[src/rtl/mips_decode_stage_if.sv]
// Handshake and decoded-result bundle for the MIPS decode stage.
// The producer/consumer side (fetch + register read) uses master and the
// decode stage uses slave.
interface mips_decode_stage_if #(
  parameter int IMM_W = 32,
  parameter int CNT_W = 16
);
  logic             flush;
  logic             in_valid;
  logic             in_ready;
  logic [31:0]      instr;
  logic             out_valid;
  logic             out_ready;
  logic             rtype;
  logic             itype;
  logic             jtype;
  logic             illegal;
  logic [4:0]       rs;
  logic [4:0]       rt;
  logic [4:0]       rd;
  logic [4:0]       shamt;
  logic [5:0]       funct;
  logic [5:0]       opcode;
  logic [IMM_W-1:0] imm_ext;
  logic [25:0]      jidx;
  logic [CNT_W-1:0] cnt_r;
  logic [CNT_W-1:0] cnt_i;
  logic [CNT_W-1:0] cnt_j;
  logic [CNT_W-1:0] cnt_ill;

  modport master (
    output flush, in_valid, instr, out_ready,
    input  in_ready, out_valid, rtype, itype, jtype, illegal,
    input  rs, rt, rd, shamt, funct, opcode, imm_ext, jidx,
    input  cnt_r, cnt_i, cnt_j, cnt_ill
  );

  modport slave (
    input  flush, in_valid, instr, out_ready,
    output in_ready, out_valid, rtype, itype, jtype, illegal,
    output rs, rt, rd, shamt, funct, opcode, imm_ext, jidx,
    output cnt_r, cnt_i, cnt_j, cnt_ill
  );
endinterface

[src/rtl/mips_decode_stage.sv]
// Registered, valid/ready flow-controlled MIPS instruction decode stage.
// One-deep output register, explicit J-type recognition, illegal-opcode
// flagging and saturating per-class accept counters.
module mips_decode_stage #(
  parameter int IMM_W = 32,
  parameter int CNT_W = 16
) (
  input  logic              clk,
  input  logic              rst_n,
  mips_decode_stage_if.slave bus
);

  // Class index order shared by the class vector and the counter bank.
  localparam int CLS_R   = 0;
  localparam int CLS_I   = 1;
  localparam int CLS_J   = 2;
  localparam int CLS_ILL = 3;
  localparam int NCLS    = 4;

  logic [5:0]        op_next;
  logic [NCLS-1:0]   cls_next;
  logic [IMM_W-1:0]  imm_next;
  logic              in_ready_int;
  logic              accept;

  logic              valid_reg;
  logic [NCLS-1:0]   cls_reg;
  logic [31:0]       instr_reg;
  logic [IMM_W-1:0]  imm_reg;
  logic [NCLS*CNT_W-1:0] cnt_flat;

  assign op_next = bus.instr[31:26];

  // Classify the incoming opcode into exactly one of the four classes.
  always_comb begin
    cls_next = '0;
    case (op_next)
      6'b000000: cls_next[CLS_R] = 1'b1;
      6'b001000, 6'b001001, 6'b001100, 6'b001101, 6'b101010,
      6'b001111, 6'b100000, 6'b100011, 6'b101011:
        cls_next[CLS_I] = 1'b1;
      6'b000010, 6'b000011: cls_next[CLS_J] = 1'b1;
      default: cls_next[CLS_ILL] = 1'b1;
    endcase
  end

  // Extend the 16-bit immediate: logical ops zero-extend, lui shifts it up,
  // everything else sign-extends (computed regardless of class).
  always_comb begin
    imm_next = '0;
    case (op_next)
      6'b001100, 6'b001101: imm_next = IMM_W'(bus.instr[15:0]);
      6'b001111:            imm_next = IMM_W'({bus.instr[15:0], 16'h0000});
      default:              imm_next = IMM_W'($signed(bus.instr[15:0]));
    endcase
  end

  // Flush blocks intake so a flushed cycle can never also load or count.
  assign in_ready_int = !bus.flush && (!valid_reg || bus.out_ready);
  assign accept       = bus.in_valid && in_ready_int;

  // Output register: reload on accept, otherwise drain on take or flush.
  always_ff @(posedge clk) begin
    if (!rst_n) begin
      valid_reg <= 1'b0;
      cls_reg   <= '0;
      instr_reg <= '0;
      imm_reg   <= '0;
    end else if (accept) begin
      valid_reg <= 1'b1;
      cls_reg   <= cls_next;
      instr_reg <= bus.instr;
      imm_reg   <= imm_next;
    end else if (bus.flush || bus.out_ready) begin
      valid_reg <= 1'b0;
    end
  end

  // One saturating counter per class, bumped by the class of each accept.
  generate
    for (genvar gi = 0; gi < NCLS; gi++) begin : g_cnt
      logic [CNT_W-1:0] cnt_reg;

      // Increment on an accept of this class unless already at full scale.
      always_ff @(posedge clk) begin
        if (!rst_n) begin
          cnt_reg <= '0;
        end else if (accept && cls_next[gi] && (cnt_reg != {CNT_W{1'b1}})) begin
          cnt_reg <= cnt_reg + 1'b1;
        end
      end

      assign cnt_flat[gi*CNT_W +: CNT_W] = cnt_reg;
    end
  endgenerate

  assign bus.in_ready  = in_ready_int;
  assign bus.out_valid = valid_reg;
  assign bus.rtype     = cls_reg[CLS_R];
  assign bus.itype     = cls_reg[CLS_I];
  assign bus.jtype     = cls_reg[CLS_J];
  assign bus.illegal   = cls_reg[CLS_ILL];
  assign bus.opcode    = instr_reg[31:26];
  assign bus.rs        = instr_reg[25:21];
  assign bus.rt        = instr_reg[20:16];
  assign bus.rd        = instr_reg[15:11];
  assign bus.shamt     = instr_reg[10:6];
  assign bus.funct     = instr_reg[5:0];
  assign bus.jidx      = instr_reg[25:0];
  assign bus.imm_ext   = imm_reg;
  assign bus.cnt_r     = cnt_flat[CLS_R*CNT_W +: CNT_W];
  assign bus.cnt_i     = cnt_flat[CLS_I*CNT_W +: CNT_W];
  assign bus.cnt_j     = cnt_flat[CLS_J*CNT_W +: CNT_W];
  assign bus.cnt_ill   = cnt_flat[CLS_ILL*CNT_W +: CNT_W];

endmodule
[src/flat_wrapper.sv]
// flat-port wrapper written by rule: the top's interface ports become plain ports
module mips_decode_stage_flat 
#(
  parameter int IMM_W = 32,
  parameter int CNT_W = 16
)
  (clk, rst_n, bus_flush, bus_in_valid, bus_instr, bus_out_ready, bus_in_ready, bus_out_valid, bus_rtype, bus_itype, bus_jtype, bus_illegal, bus_rs, bus_rt, bus_rd, bus_shamt, bus_funct, bus_opcode, bus_imm_ext, bus_jidx, bus_cnt_r, bus_cnt_i, bus_cnt_j, bus_cnt_ill);
  mips_decode_stage_if #(.IMM_W(IMM_W), .CNT_W(CNT_W)) bus_i ();
  input  logic clk;
  input  logic rst_n;
  input wire logic [$bits(bus_i.flush)-1:0] bus_flush;
  input wire logic [$bits(bus_i.in_valid)-1:0] bus_in_valid;
  input wire logic [$bits(bus_i.instr)-1:0] bus_instr;
  input wire logic [$bits(bus_i.out_ready)-1:0] bus_out_ready;
  output wire logic [$bits(bus_i.in_ready)-1:0] bus_in_ready;
  output wire logic [$bits(bus_i.out_valid)-1:0] bus_out_valid;
  output wire logic [$bits(bus_i.rtype)-1:0] bus_rtype;
  output wire logic [$bits(bus_i.itype)-1:0] bus_itype;
  output wire logic [$bits(bus_i.jtype)-1:0] bus_jtype;
  output wire logic [$bits(bus_i.illegal)-1:0] bus_illegal;
  output wire logic [$bits(bus_i.rs)-1:0] bus_rs;
  output wire logic [$bits(bus_i.rt)-1:0] bus_rt;
  output wire logic [$bits(bus_i.rd)-1:0] bus_rd;
  output wire logic [$bits(bus_i.shamt)-1:0] bus_shamt;
  output wire logic [$bits(bus_i.funct)-1:0] bus_funct;
  output wire logic [$bits(bus_i.opcode)-1:0] bus_opcode;
  output wire logic [$bits(bus_i.imm_ext)-1:0] bus_imm_ext;
  output wire logic [$bits(bus_i.jidx)-1:0] bus_jidx;
  output wire logic [$bits(bus_i.cnt_r)-1:0] bus_cnt_r;
  output wire logic [$bits(bus_i.cnt_i)-1:0] bus_cnt_i;
  output wire logic [$bits(bus_i.cnt_j)-1:0] bus_cnt_j;
  output wire logic [$bits(bus_i.cnt_ill)-1:0] bus_cnt_ill;
  assign bus_i.flush = bus_flush;
  assign bus_i.in_valid = bus_in_valid;
  assign bus_i.instr = bus_instr;
  assign bus_i.out_ready = bus_out_ready;
  assign bus_in_ready = bus_i.in_ready;
  assign bus_out_valid = bus_i.out_valid;
  assign bus_rtype = bus_i.rtype;
  assign bus_itype = bus_i.itype;
  assign bus_jtype = bus_i.jtype;
  assign bus_illegal = bus_i.illegal;
  assign bus_rs = bus_i.rs;
  assign bus_rt = bus_i.rt;
  assign bus_rd = bus_i.rd;
  assign bus_shamt = bus_i.shamt;
  assign bus_funct = bus_i.funct;
  assign bus_opcode = bus_i.opcode;
  assign bus_imm_ext = bus_i.imm_ext;
  assign bus_jidx = bus_i.jidx;
  assign bus_cnt_r = bus_i.cnt_r;
  assign bus_cnt_i = bus_i.cnt_i;
  assign bus_cnt_j = bus_i.cnt_j;
  assign bus_cnt_ill = bus_i.cnt_ill;
  mips_decode_stage #(.IMM_W(IMM_W), .CNT_W(CNT_W)) u_core (.clk(clk), .rst_n(rst_n), .bus(bus_i));
endmodule
[config.mk]
export PLATFORM = sky130hd
export DESIGN_NAME = mips_decode_stage_flat
export DESIGN_NICKNAME = d
export VERILOG_FILES = /design/src/rtl/mips_decode_stage_if.sv /design/src/rtl/mips_decode_stage.sv /design/src/flat_wrapper.sv
export SDC_FILE = /design/constraint.sdc
export NUM_CORES = 1
export LEC_CHECK = 0
export CAP_MARGIN = 10
export CORE_MARGIN = 1
export CORE_UTILIZATION = 50
export CTS_BUF_LIST = sky130_fd_sc_hd__clkbuf_16
export DETAILED_ROUTE_END_ITERATION = 7
export GPL_ROUTABILITY_DRIVEN = 0
export HOLD_SLACK_MARGIN = 0.1
export PLACE_DENSITY_LB_ADDON = 0.12
export SETUP_SLACK_MARGIN = 0.05
export SKIP_CTS_REPAIR_TIMING = 1
export SYNTH_ARGS = -nofsm -noshare
export SYNTH_HDL_FRONTEND = slang
export SYNTH_SLANG_ARGS = --single-unit
[constraint.sdc]
create_clock -name clk -period 4.2 [get_ports clk]
set_input_delay 0.84 -clock clk [delete_from_list [all_inputs] [get_ports clk]]
set_output_delay 0.84 -clock clk [all_outputs]
set_load 0.1 [all_outputs]
==> impl_metrics.yaml, run 1 <==
status:
  outcome: "finished with violations"
  failed_checks: "design-rule violations"
floorplanning:
  fp.coreArea_mm2: 0.01156
  floorplan.io_pins: 197
  fp.dieArea_mm2: 0.01242
  die_y_um: 111.4
  start_util_pct: 51.77
  placementRows: 39
  die_x_um: 111.4
hold_path:
  hold_path_depth: 2
  hold-path-endpoint: "u_core.cls_reg[3]$_SDFFE_PN0P_"
  min-delay-start: "u_core.cls_reg[3]$_SDFFE_PN0P_"
  timing.hold.worst.class: "flop to flop"
timing:
  final.setup_skew_ns: 0.005759
  timing_worst_slew_pin_value_ns: 1.088
  fin_tns_setup_ns: 0
  slew-limit-headroom_pct: 27.43
  achievable-frequency_mhz: 316.4
  timing.final.setup_violations: 0
  rsz0062_at_grt: "false"
  finalMaxSlewViolations: 0
  part_of_the_cycle_the_worst_path_needs_pct: 75.25
  hold_viol_final: 0
  period_needed_ns: 3.161
yosys:
  synth_area_leaders: "sky130_fd_sc_hd__dfxtp_1 44%, sky130_fd_sc_hd__a21oi_1 8.4%, sky130_fd_sc_hd__nand2_1 6.7%, sky130_fd_sc_hd__buf_4 3.3%, sky130_fd_sc_hd__o31ai_1 3.0%"
  yosysSeqAreaShare_pct: 44.47
  ys_async_sr_fraction_pct: 0
  postSynth.topFlopCell: "sky130_fd_sc_hd__dfxtp_1"
  synth_top_area_cell: "sky130_fd_sc_hd__dfxtp_1"
  yosysWarningCount: 0
  post_synth_num_cell_types: 56
  synth-edff-count: 0
  postSynthCellCount: 721
  yosys.area.top_type_share_pct: 44.47
  synth.cell_area_mm2: 0.005987
  syn-num-nets: 762
  postSynthRegisterBits: 133
  syn-mean-instance-area_um2: 8.304
layout:
  seq_area_mm2: 0.002663
  most_used_cells_in_the_layout_excluding_fill_and_tap_cells: "195 x sky130_fd_sc_hd__clkdlybuf4s50_1, 133 x sky130_fd_sc_hd__dfxtp_1, 106 x sky130_fd_sc_hd__nand2_1"
  multiInputGateArea_mm2: 0.002935
  layoutNonFillerInstCount: 1031
  finalNetCount: 916
  antennaDiodeCount: 0
  post_route_cells_drive_above_1_share_pct: 5.293
  layout_commonest_cell: "sky130_fd_sc_hd__clkdlybuf4s50_1"
  syn2layout_area_growth_pct: 40.42
  n_fill_cell: 893
clocking:
  cts.reportedPaths.clkPinSlew_ns: 0.05
  cts.root.buffer_cell: "sky130_fd_sc_hd__clkbuf_16"
  cts-htree-levels: 4
  clock_sink_count: 133
  cts-buffers-inserted: 17
  clk_path_buf_depth: 2
  cts_tree: "done"
  clock_latency_ns: 0.42
drt:
  drtIter0Drc: 469
  route.antenna.remaining_nets: 0
  wire_per_inst_um: 16.52
  via_count: 6098
  dr.pass1.iters: 7
  post_drt_via_cell_ratio: 5.915
  drcViolationCount: 22
  totalWireLength_um: 17040
worst_setup_path:
  timing.rr.end: "u_core.bus.cnt_ill[0]$_SDFFE_PN0P_"
  setup.worst_path.end_class: "flop"
  cp_max_fo: 14
  worstReg2RegStart: "u_core.bus.cnt_ill[0]$_SDFFE_PN0P_"
  slack_of_the_worst_reg_to_reg_path_ns: 1.81
  timing.critical_path.required_ns: 4.55
  worstRegToRegCells: 6
  worstPathArrival_ns: 3.51
  crit_type: "primary input to flop"
  startpoint_type: "primary input"
grt:
  antenna_violations_before_repair: 1
  grt_pass1_wl_um: 27920
  globalRouteOverflowTotal: 0
  grt_usage_pct: 27.79
  largest_net_degree_at_the_start_of_global_routing: 55
  grt_pass1_vias: 5803
placed_design:
  dpl.cell_count: 999
  port_buffers: 196
  detailed_placement_wirelength_estimate_um: 11910
power:
  power_leakage_nw: 2.830
  power_density_mw_per_mm2: 387.7
  ir_drop_mv: 0.3584
run:
  drv_cap: 0
## cell usage after synthesis (2+ instances only)
cell type	n
sky130_fd_sc_hd__clkbuf_1	39
sky130_fd_sc_hd__nand2_1	107
sky130_fd_sc_hd__and4_1	11
sky130_fd_sc_hd__o311ai_0	2
sky130_fd_sc_hd__mux2i_1	5
sky130_fd_sc_hd__o21ai_0	23
sky130_fd_sc_hd__o31a_1	2
sky130_fd_sc_hd__a21oi_1	100
sky130_fd_sc_hd__a211oi_1	2
sky130_fd_sc_hd__inv_1	13
sky130_fd_sc_hd__o211ai_1	2
sky130_fd_sc_hd__o311a_1	3
sky130_fd_sc_hd__o21a_1	2
sky130_fd_sc_hd__ha_1	4
sky130_fd_sc_hd__or4_1	24
sky130_fd_sc_hd__buf_2	4
sky130_fd_sc_hd__a31oi_1	16
sky130_fd_sc_hd__and3_1	7
sky130_fd_sc_hd__a2bb2oi_1	16
sky130_fd_sc_hd__nor2_1	33
sky130_fd_sc_hd__nand3_1	23
sky130_fd_sc_hd__and3b_1	2
sky130_fd_sc_hd__o21bai_1	2
sky130_fd_sc_hd__nor3_1	10
sky130_fd_sc_hd__nand4_1	19
sky130_fd_sc_hd__buf_4	26
sky130_fd_sc_hd__o41ai_1	2
sky130_fd_sc_hd__a2111oi_0	3
sky130_fd_sc_hd__nand3b_1	3
sky130_fd_sc_hd__nor2b_1	3
sky130_fd_sc_hd__dfxtp_1	133
sky130_fd_sc_hd__nand2b_1	7
sky130_fd_sc_hd__o31ai_1	24
sky130_fd_sc_hd__nor4_1	4
sky130_fd_sc_hd__or3_1	19
sky130_fd_sc_hd__a21o_1	4
sky130_fd_sc_hd__and2_1	3
## cell type report
class                      count  area share, %
clock buffer                  17          5.060
clock inverter                15          1.459
inverter                      13         0.5953
multi-input combinational    506          34.92
sequential                   133          31.67
tap                          143          2.128
timing repair buffer         204          24.17
## through the flow
step	utilization (%)	instance area (µm²)	hold slack (ns)	total power, mW	worst slack [ns]
6_report	72.69	8407	0.4535	3.259	1.039
5_1_grt	72.69	8407	0.4765	3.363	0.8534
4_1_cts	72.69	8407	0.4553	3.269	1.066
3_5_place_dp	67.95	7859	0.4482	1.908	0.6449
3_3_place_gp	67.95	7859	0.4385	1.899	0.7629
2_1_floorplan	-	5987	0.8837	1.765	1.120
## worst max path at each step
stage                                            startpoint                                  to  slack, ns
final                                         bus_instr[28]   u_core.bus.cnt_j[10]$_SDFFE_PN0P_       1.04
after global routing                          bus_instr[27]  u_core.bus.cnt_ill[7]$_SDFFE_PN0P_       0.85
after CTS                                     bus_instr[28]   u_core.bus.cnt_j[10]$_SDFFE_PN0P_       1.07
after detailed placement                      bus_instr[28]    u_core.bus.cnt_j[8]$_SDFFE_PN0P_       0.64
after global placement                        bus_instr[28]   u_core.bus.cnt_j[10]$_SDFFE_PN0P_       0.76
after floorplan           u_core.bus.out_valid$_SDFFE_PN0P_                        bus_in_ready       1.12
## logic make-up after synthesis
family | synth area share [%]
XOR/XNOR | 0.2926
buffers and inverters | 6.855
AND/OR/NAND/NOR | 24.97
AO/OA/AOI/OAI | 21.73
flip-flops | 44.47
multiplexers | 0.8360
adder cells (fa/ha/maj) | 0.8360
## where the power goes
group | switching (mW) | internal (mW)
combinational | 0.432 | 0.135
clock | 0.525 | 0.852
sequential | 0.0215 | 1.29
total | 0.978 | 2.28
## metal layers
| layer | track usage, % | wire length [µm] | up-vias |
|---|---|---|---|
| li1 | - | - | 2937 |
| met1 | 32.31 | 7024 | 2935 |
| met2 | 46.71 | 8437 | 201 |
| met3 | 10.67 | 1331 | 25 |
| met4 | 9.730 | 243 | 0 |
| met5 | 0 | 0 | - |
## worst max-delay path, cell delays in order
cell and delay, ns:
sky130_fd_sc_hd__clkdlybuf4s50_1 0.57, sky130_fd_sc_hd__or3_4 0.47, sky130_fd_sc_hd__nor4_4 0.46, sky130_fd_sc_hd__o211ai_1 0.49, sky130_fd_sc_hd__or4_1 0.54, sky130_fd_sc_hd__a21oi_1 0.15
No activity file was read; power rests on OpenSTA's default activity.
==> run 2, diff against run 1 <==
--- a/config.mk
+++ b/config.mk
@@ -7,7 +7,7 @@
 export LEC_CHECK = 0
 export CAP_MARGIN = 10
 export CORE_MARGIN = 1
-export CORE_UTILIZATION = 50
+export CORE_UTILIZATION = 46
 export CTS_BUF_LIST = sky130_fd_sc_hd__clkbuf_16
 export DETAILED_ROUTE_END_ITERATION = 7
 export GPL_ROUTABILITY_DRIVEN = 0
==> constraint.sdc (replaced) <==
create_clock -name clk -period 2.95 [get_ports clk]
set_input_delay 0.59 -clock clk [delete_from_list [all_inputs] [get_ports clk]]
set_output_delay 0.59 -clock clk [all_outputs]
set_load 0.1 [all_outputs]
==> run 2 against run 1 <==
The flow now finishes without violations. Clock skew is 0.00084 ns lower. Largest cell class unchanged. Non-clock buffer count is 18 higher. Register-to-register slack worse by 1.1 ns. Setup slack worse by 0.75 ns. Power is 48% higher. Flip-flop and latch count stayed put. Routed wire length is 2.8% lower. Hold slack worse by 0.0042 ns. Clock power is 55% higher. Via count is 0.39% higher. Largest power group unchanged. Clock-buffer cell count stayed put. Critical endpoint is now u_core.bus.cnt_r[3]$_SDFFE_PN0P_. Die area is 8.5% higher.
==> impl_metrics.yaml, run 2 (synthesized netlist as in run 1, its figures left out) <==
timing:
  timing_worst_slew_pin_value_ns: 0.8151
  timing.final.setup_violations: 0
  final.setup_skew_ns: 0.004919
  whs_ns: 0.4492
  finalMaxSlewViolations: 0
  fin_tns_setup_ns: 0
  hold_viol_final: 0
  slew-limit-headroom_pct: 45.46
  rsz0062_at_grt: "false"
  final.setup.worst_slack_ns: 0.2920
  period_needed_ns: 2.658
  part_of_the_cycle_the_worst_path_needs_pct: 90.10
  achievable-frequency_mhz: 376.2
layout:
  post_route_cells_drive_above_1_share_pct: 24.64
  most_used_cells_in_the_layout_excluding_fill_and_tap_cells: "181 x sky130_fd_sc_hd__buf_4, 133 x sky130_fd_sc_hd__dfxtp_1, 106 x sky130_fd_sc_hd__nand2_1"
  syn2layout_area_growth_pct: 38.27
  layout_commonest_cell: "sky130_fd_sc_hd__buf_4"
  multiInputGateArea_mm2: 0.002935
  layoutNonFillerInstCount: 1077
  utilization_pct: 65.33
  n_fill_cell: 1039
  antennaDiodeCount: 0
  finalNetCount: 934
  seq_area_mm2: 0.002663
  finish.instance_area_mm2: 0.008278
power:
  report.power.total_mw: 4.814
  power_leakage_nw: 3.261
  ir_drop_mv: 0.3723
  power_density_mw_per_mm2: 581.5
floorplanning:
  fp.coreArea_mm2: 0.01267
  floorplan.io_pins: 197
  die_x_um: 116.1
  start_util_pct: 47.25
  die_y_um: 116.1
  placementRows: 41
  fp.dieArea_mm2: 0.01348
grt:
  globalRouteOverflowTotal: 0
  largest_net_degree_at_the_start_of_global_routing: 69
  grt_pass1_wl_um: 25580
  grt_pass1_vias: 5366
  antenna_violations_before_repair: 1
  grt_usage_pct: 24.28
worst_setup_path:
  startpoint_type: "primary input"
  timing.critical_path.required_ns: 3.29
  slack_of_the_worst_reg_to_reg_path_ns: 0.74
  setup.worst_path.end_class: "flop"
  crit_type: "primary input to flop"
  cp_max_fo: 23
  worstPathArrival_ns: 3.00
drt:
  via_count: 6122
  post_drt_via_cell_ratio: 5.684
  drcViolationCount: 0
  dr.pass1.iters: 5
  route.antenna.remaining_nets: 0
  drtIter0Drc: 538
  totalWireLength_um: 16570
  wire_per_inst_um: 15.38
clocking:
  cts.reportedPaths.clkPinSlew_ns: 0.06
  clock_latency_ns: 0.41
  clk_path_buf_depth: 2
  cts_tree: "done"
  clock_sink_count: 133
  cts-buffers-inserted: 17
  cts.root.buffer_cell: "sky130_fd_sc_hd__clkbuf_16"
  cts-htree-levels: 4
status:
  outcome: "finished, final reports clean"
run:
  drv_cap: 0
placed_design:
  port_buffers: 196
  detailed_placement_wirelength_estimate_um: 11560
  dp_worst_setup_slack_ns: -0.1237
  dpl.cell_count: 1046
  placement.cell_area_mm2: 0.007682
hold_path:
  timing.hold.worst.class: "flop to flop"
## run 2: critical path, cell delays in order
cell                              delay [ns]
sky130_fd_sc_hd__clkdlybuf4s50_1        0.43
sky130_fd_sc_hd__or3_4                  0.43
sky130_fd_sc_hd__nor4_4                 0.45
sky130_fd_sc_hd__nand2_2                0.34
sky130_fd_sc_hd__or4_1                  0.59
sky130_fd_sc_hd__a21oi_1                0.17
## run 2: cell type report
type                            count  area share (%)
Clock buffer                       17           5.139
Timing Repair Buffer              222           21.98
Tap cell                          172           2.600
Inverter                           13          0.6046
Clock inverter                     14           2.056
Sequential cell                   133           32.16
Multi-Input combinational cell    506           35.46
## run 2: where the power goes
group / internal [mW] / leakage, nW / switching, mW
clock network: 1.39 / 0.291 / 0.749
registers: 1.84 / 1.08 / 0.0328
logic: 0.188 / 1.89 / 0.615
## run 2: path summary, 6_finish.rpt
path	from	to	cells after the start
min reg2reg	u_core.bus.imm_ext[17]$_SDFFE_PN0P_	u_core.bus.imm_ext[17]$_SDFFE_PN0P_	2
max	bus_instr[28]	u_core.bus.cnt_r[3]$_SDFFE_PN0P_	6
min	u_core.bus.imm_ext[17]$_SDFFE_PN0P_	u_core.bus.imm_ext[17]$_SDFFE_PN0P_	2
max reg2reg	u_core.bus.out_valid$_SDFFE_PN0P_	u_core.bus.cnt_r[3]$_SDFFE_PN0P_	5
## run 2: routing by layer
| metal | GRT usage [%] | part of all wire [%] |
|---|---|---|
| met3 | 7.584 | 7.4 |
| met5 | 0 | 0.066 |
| met2 | 40.00 | 48 |
| met1 | 29.82 | 43 |
| met4 | 8.803 | 1.4 |
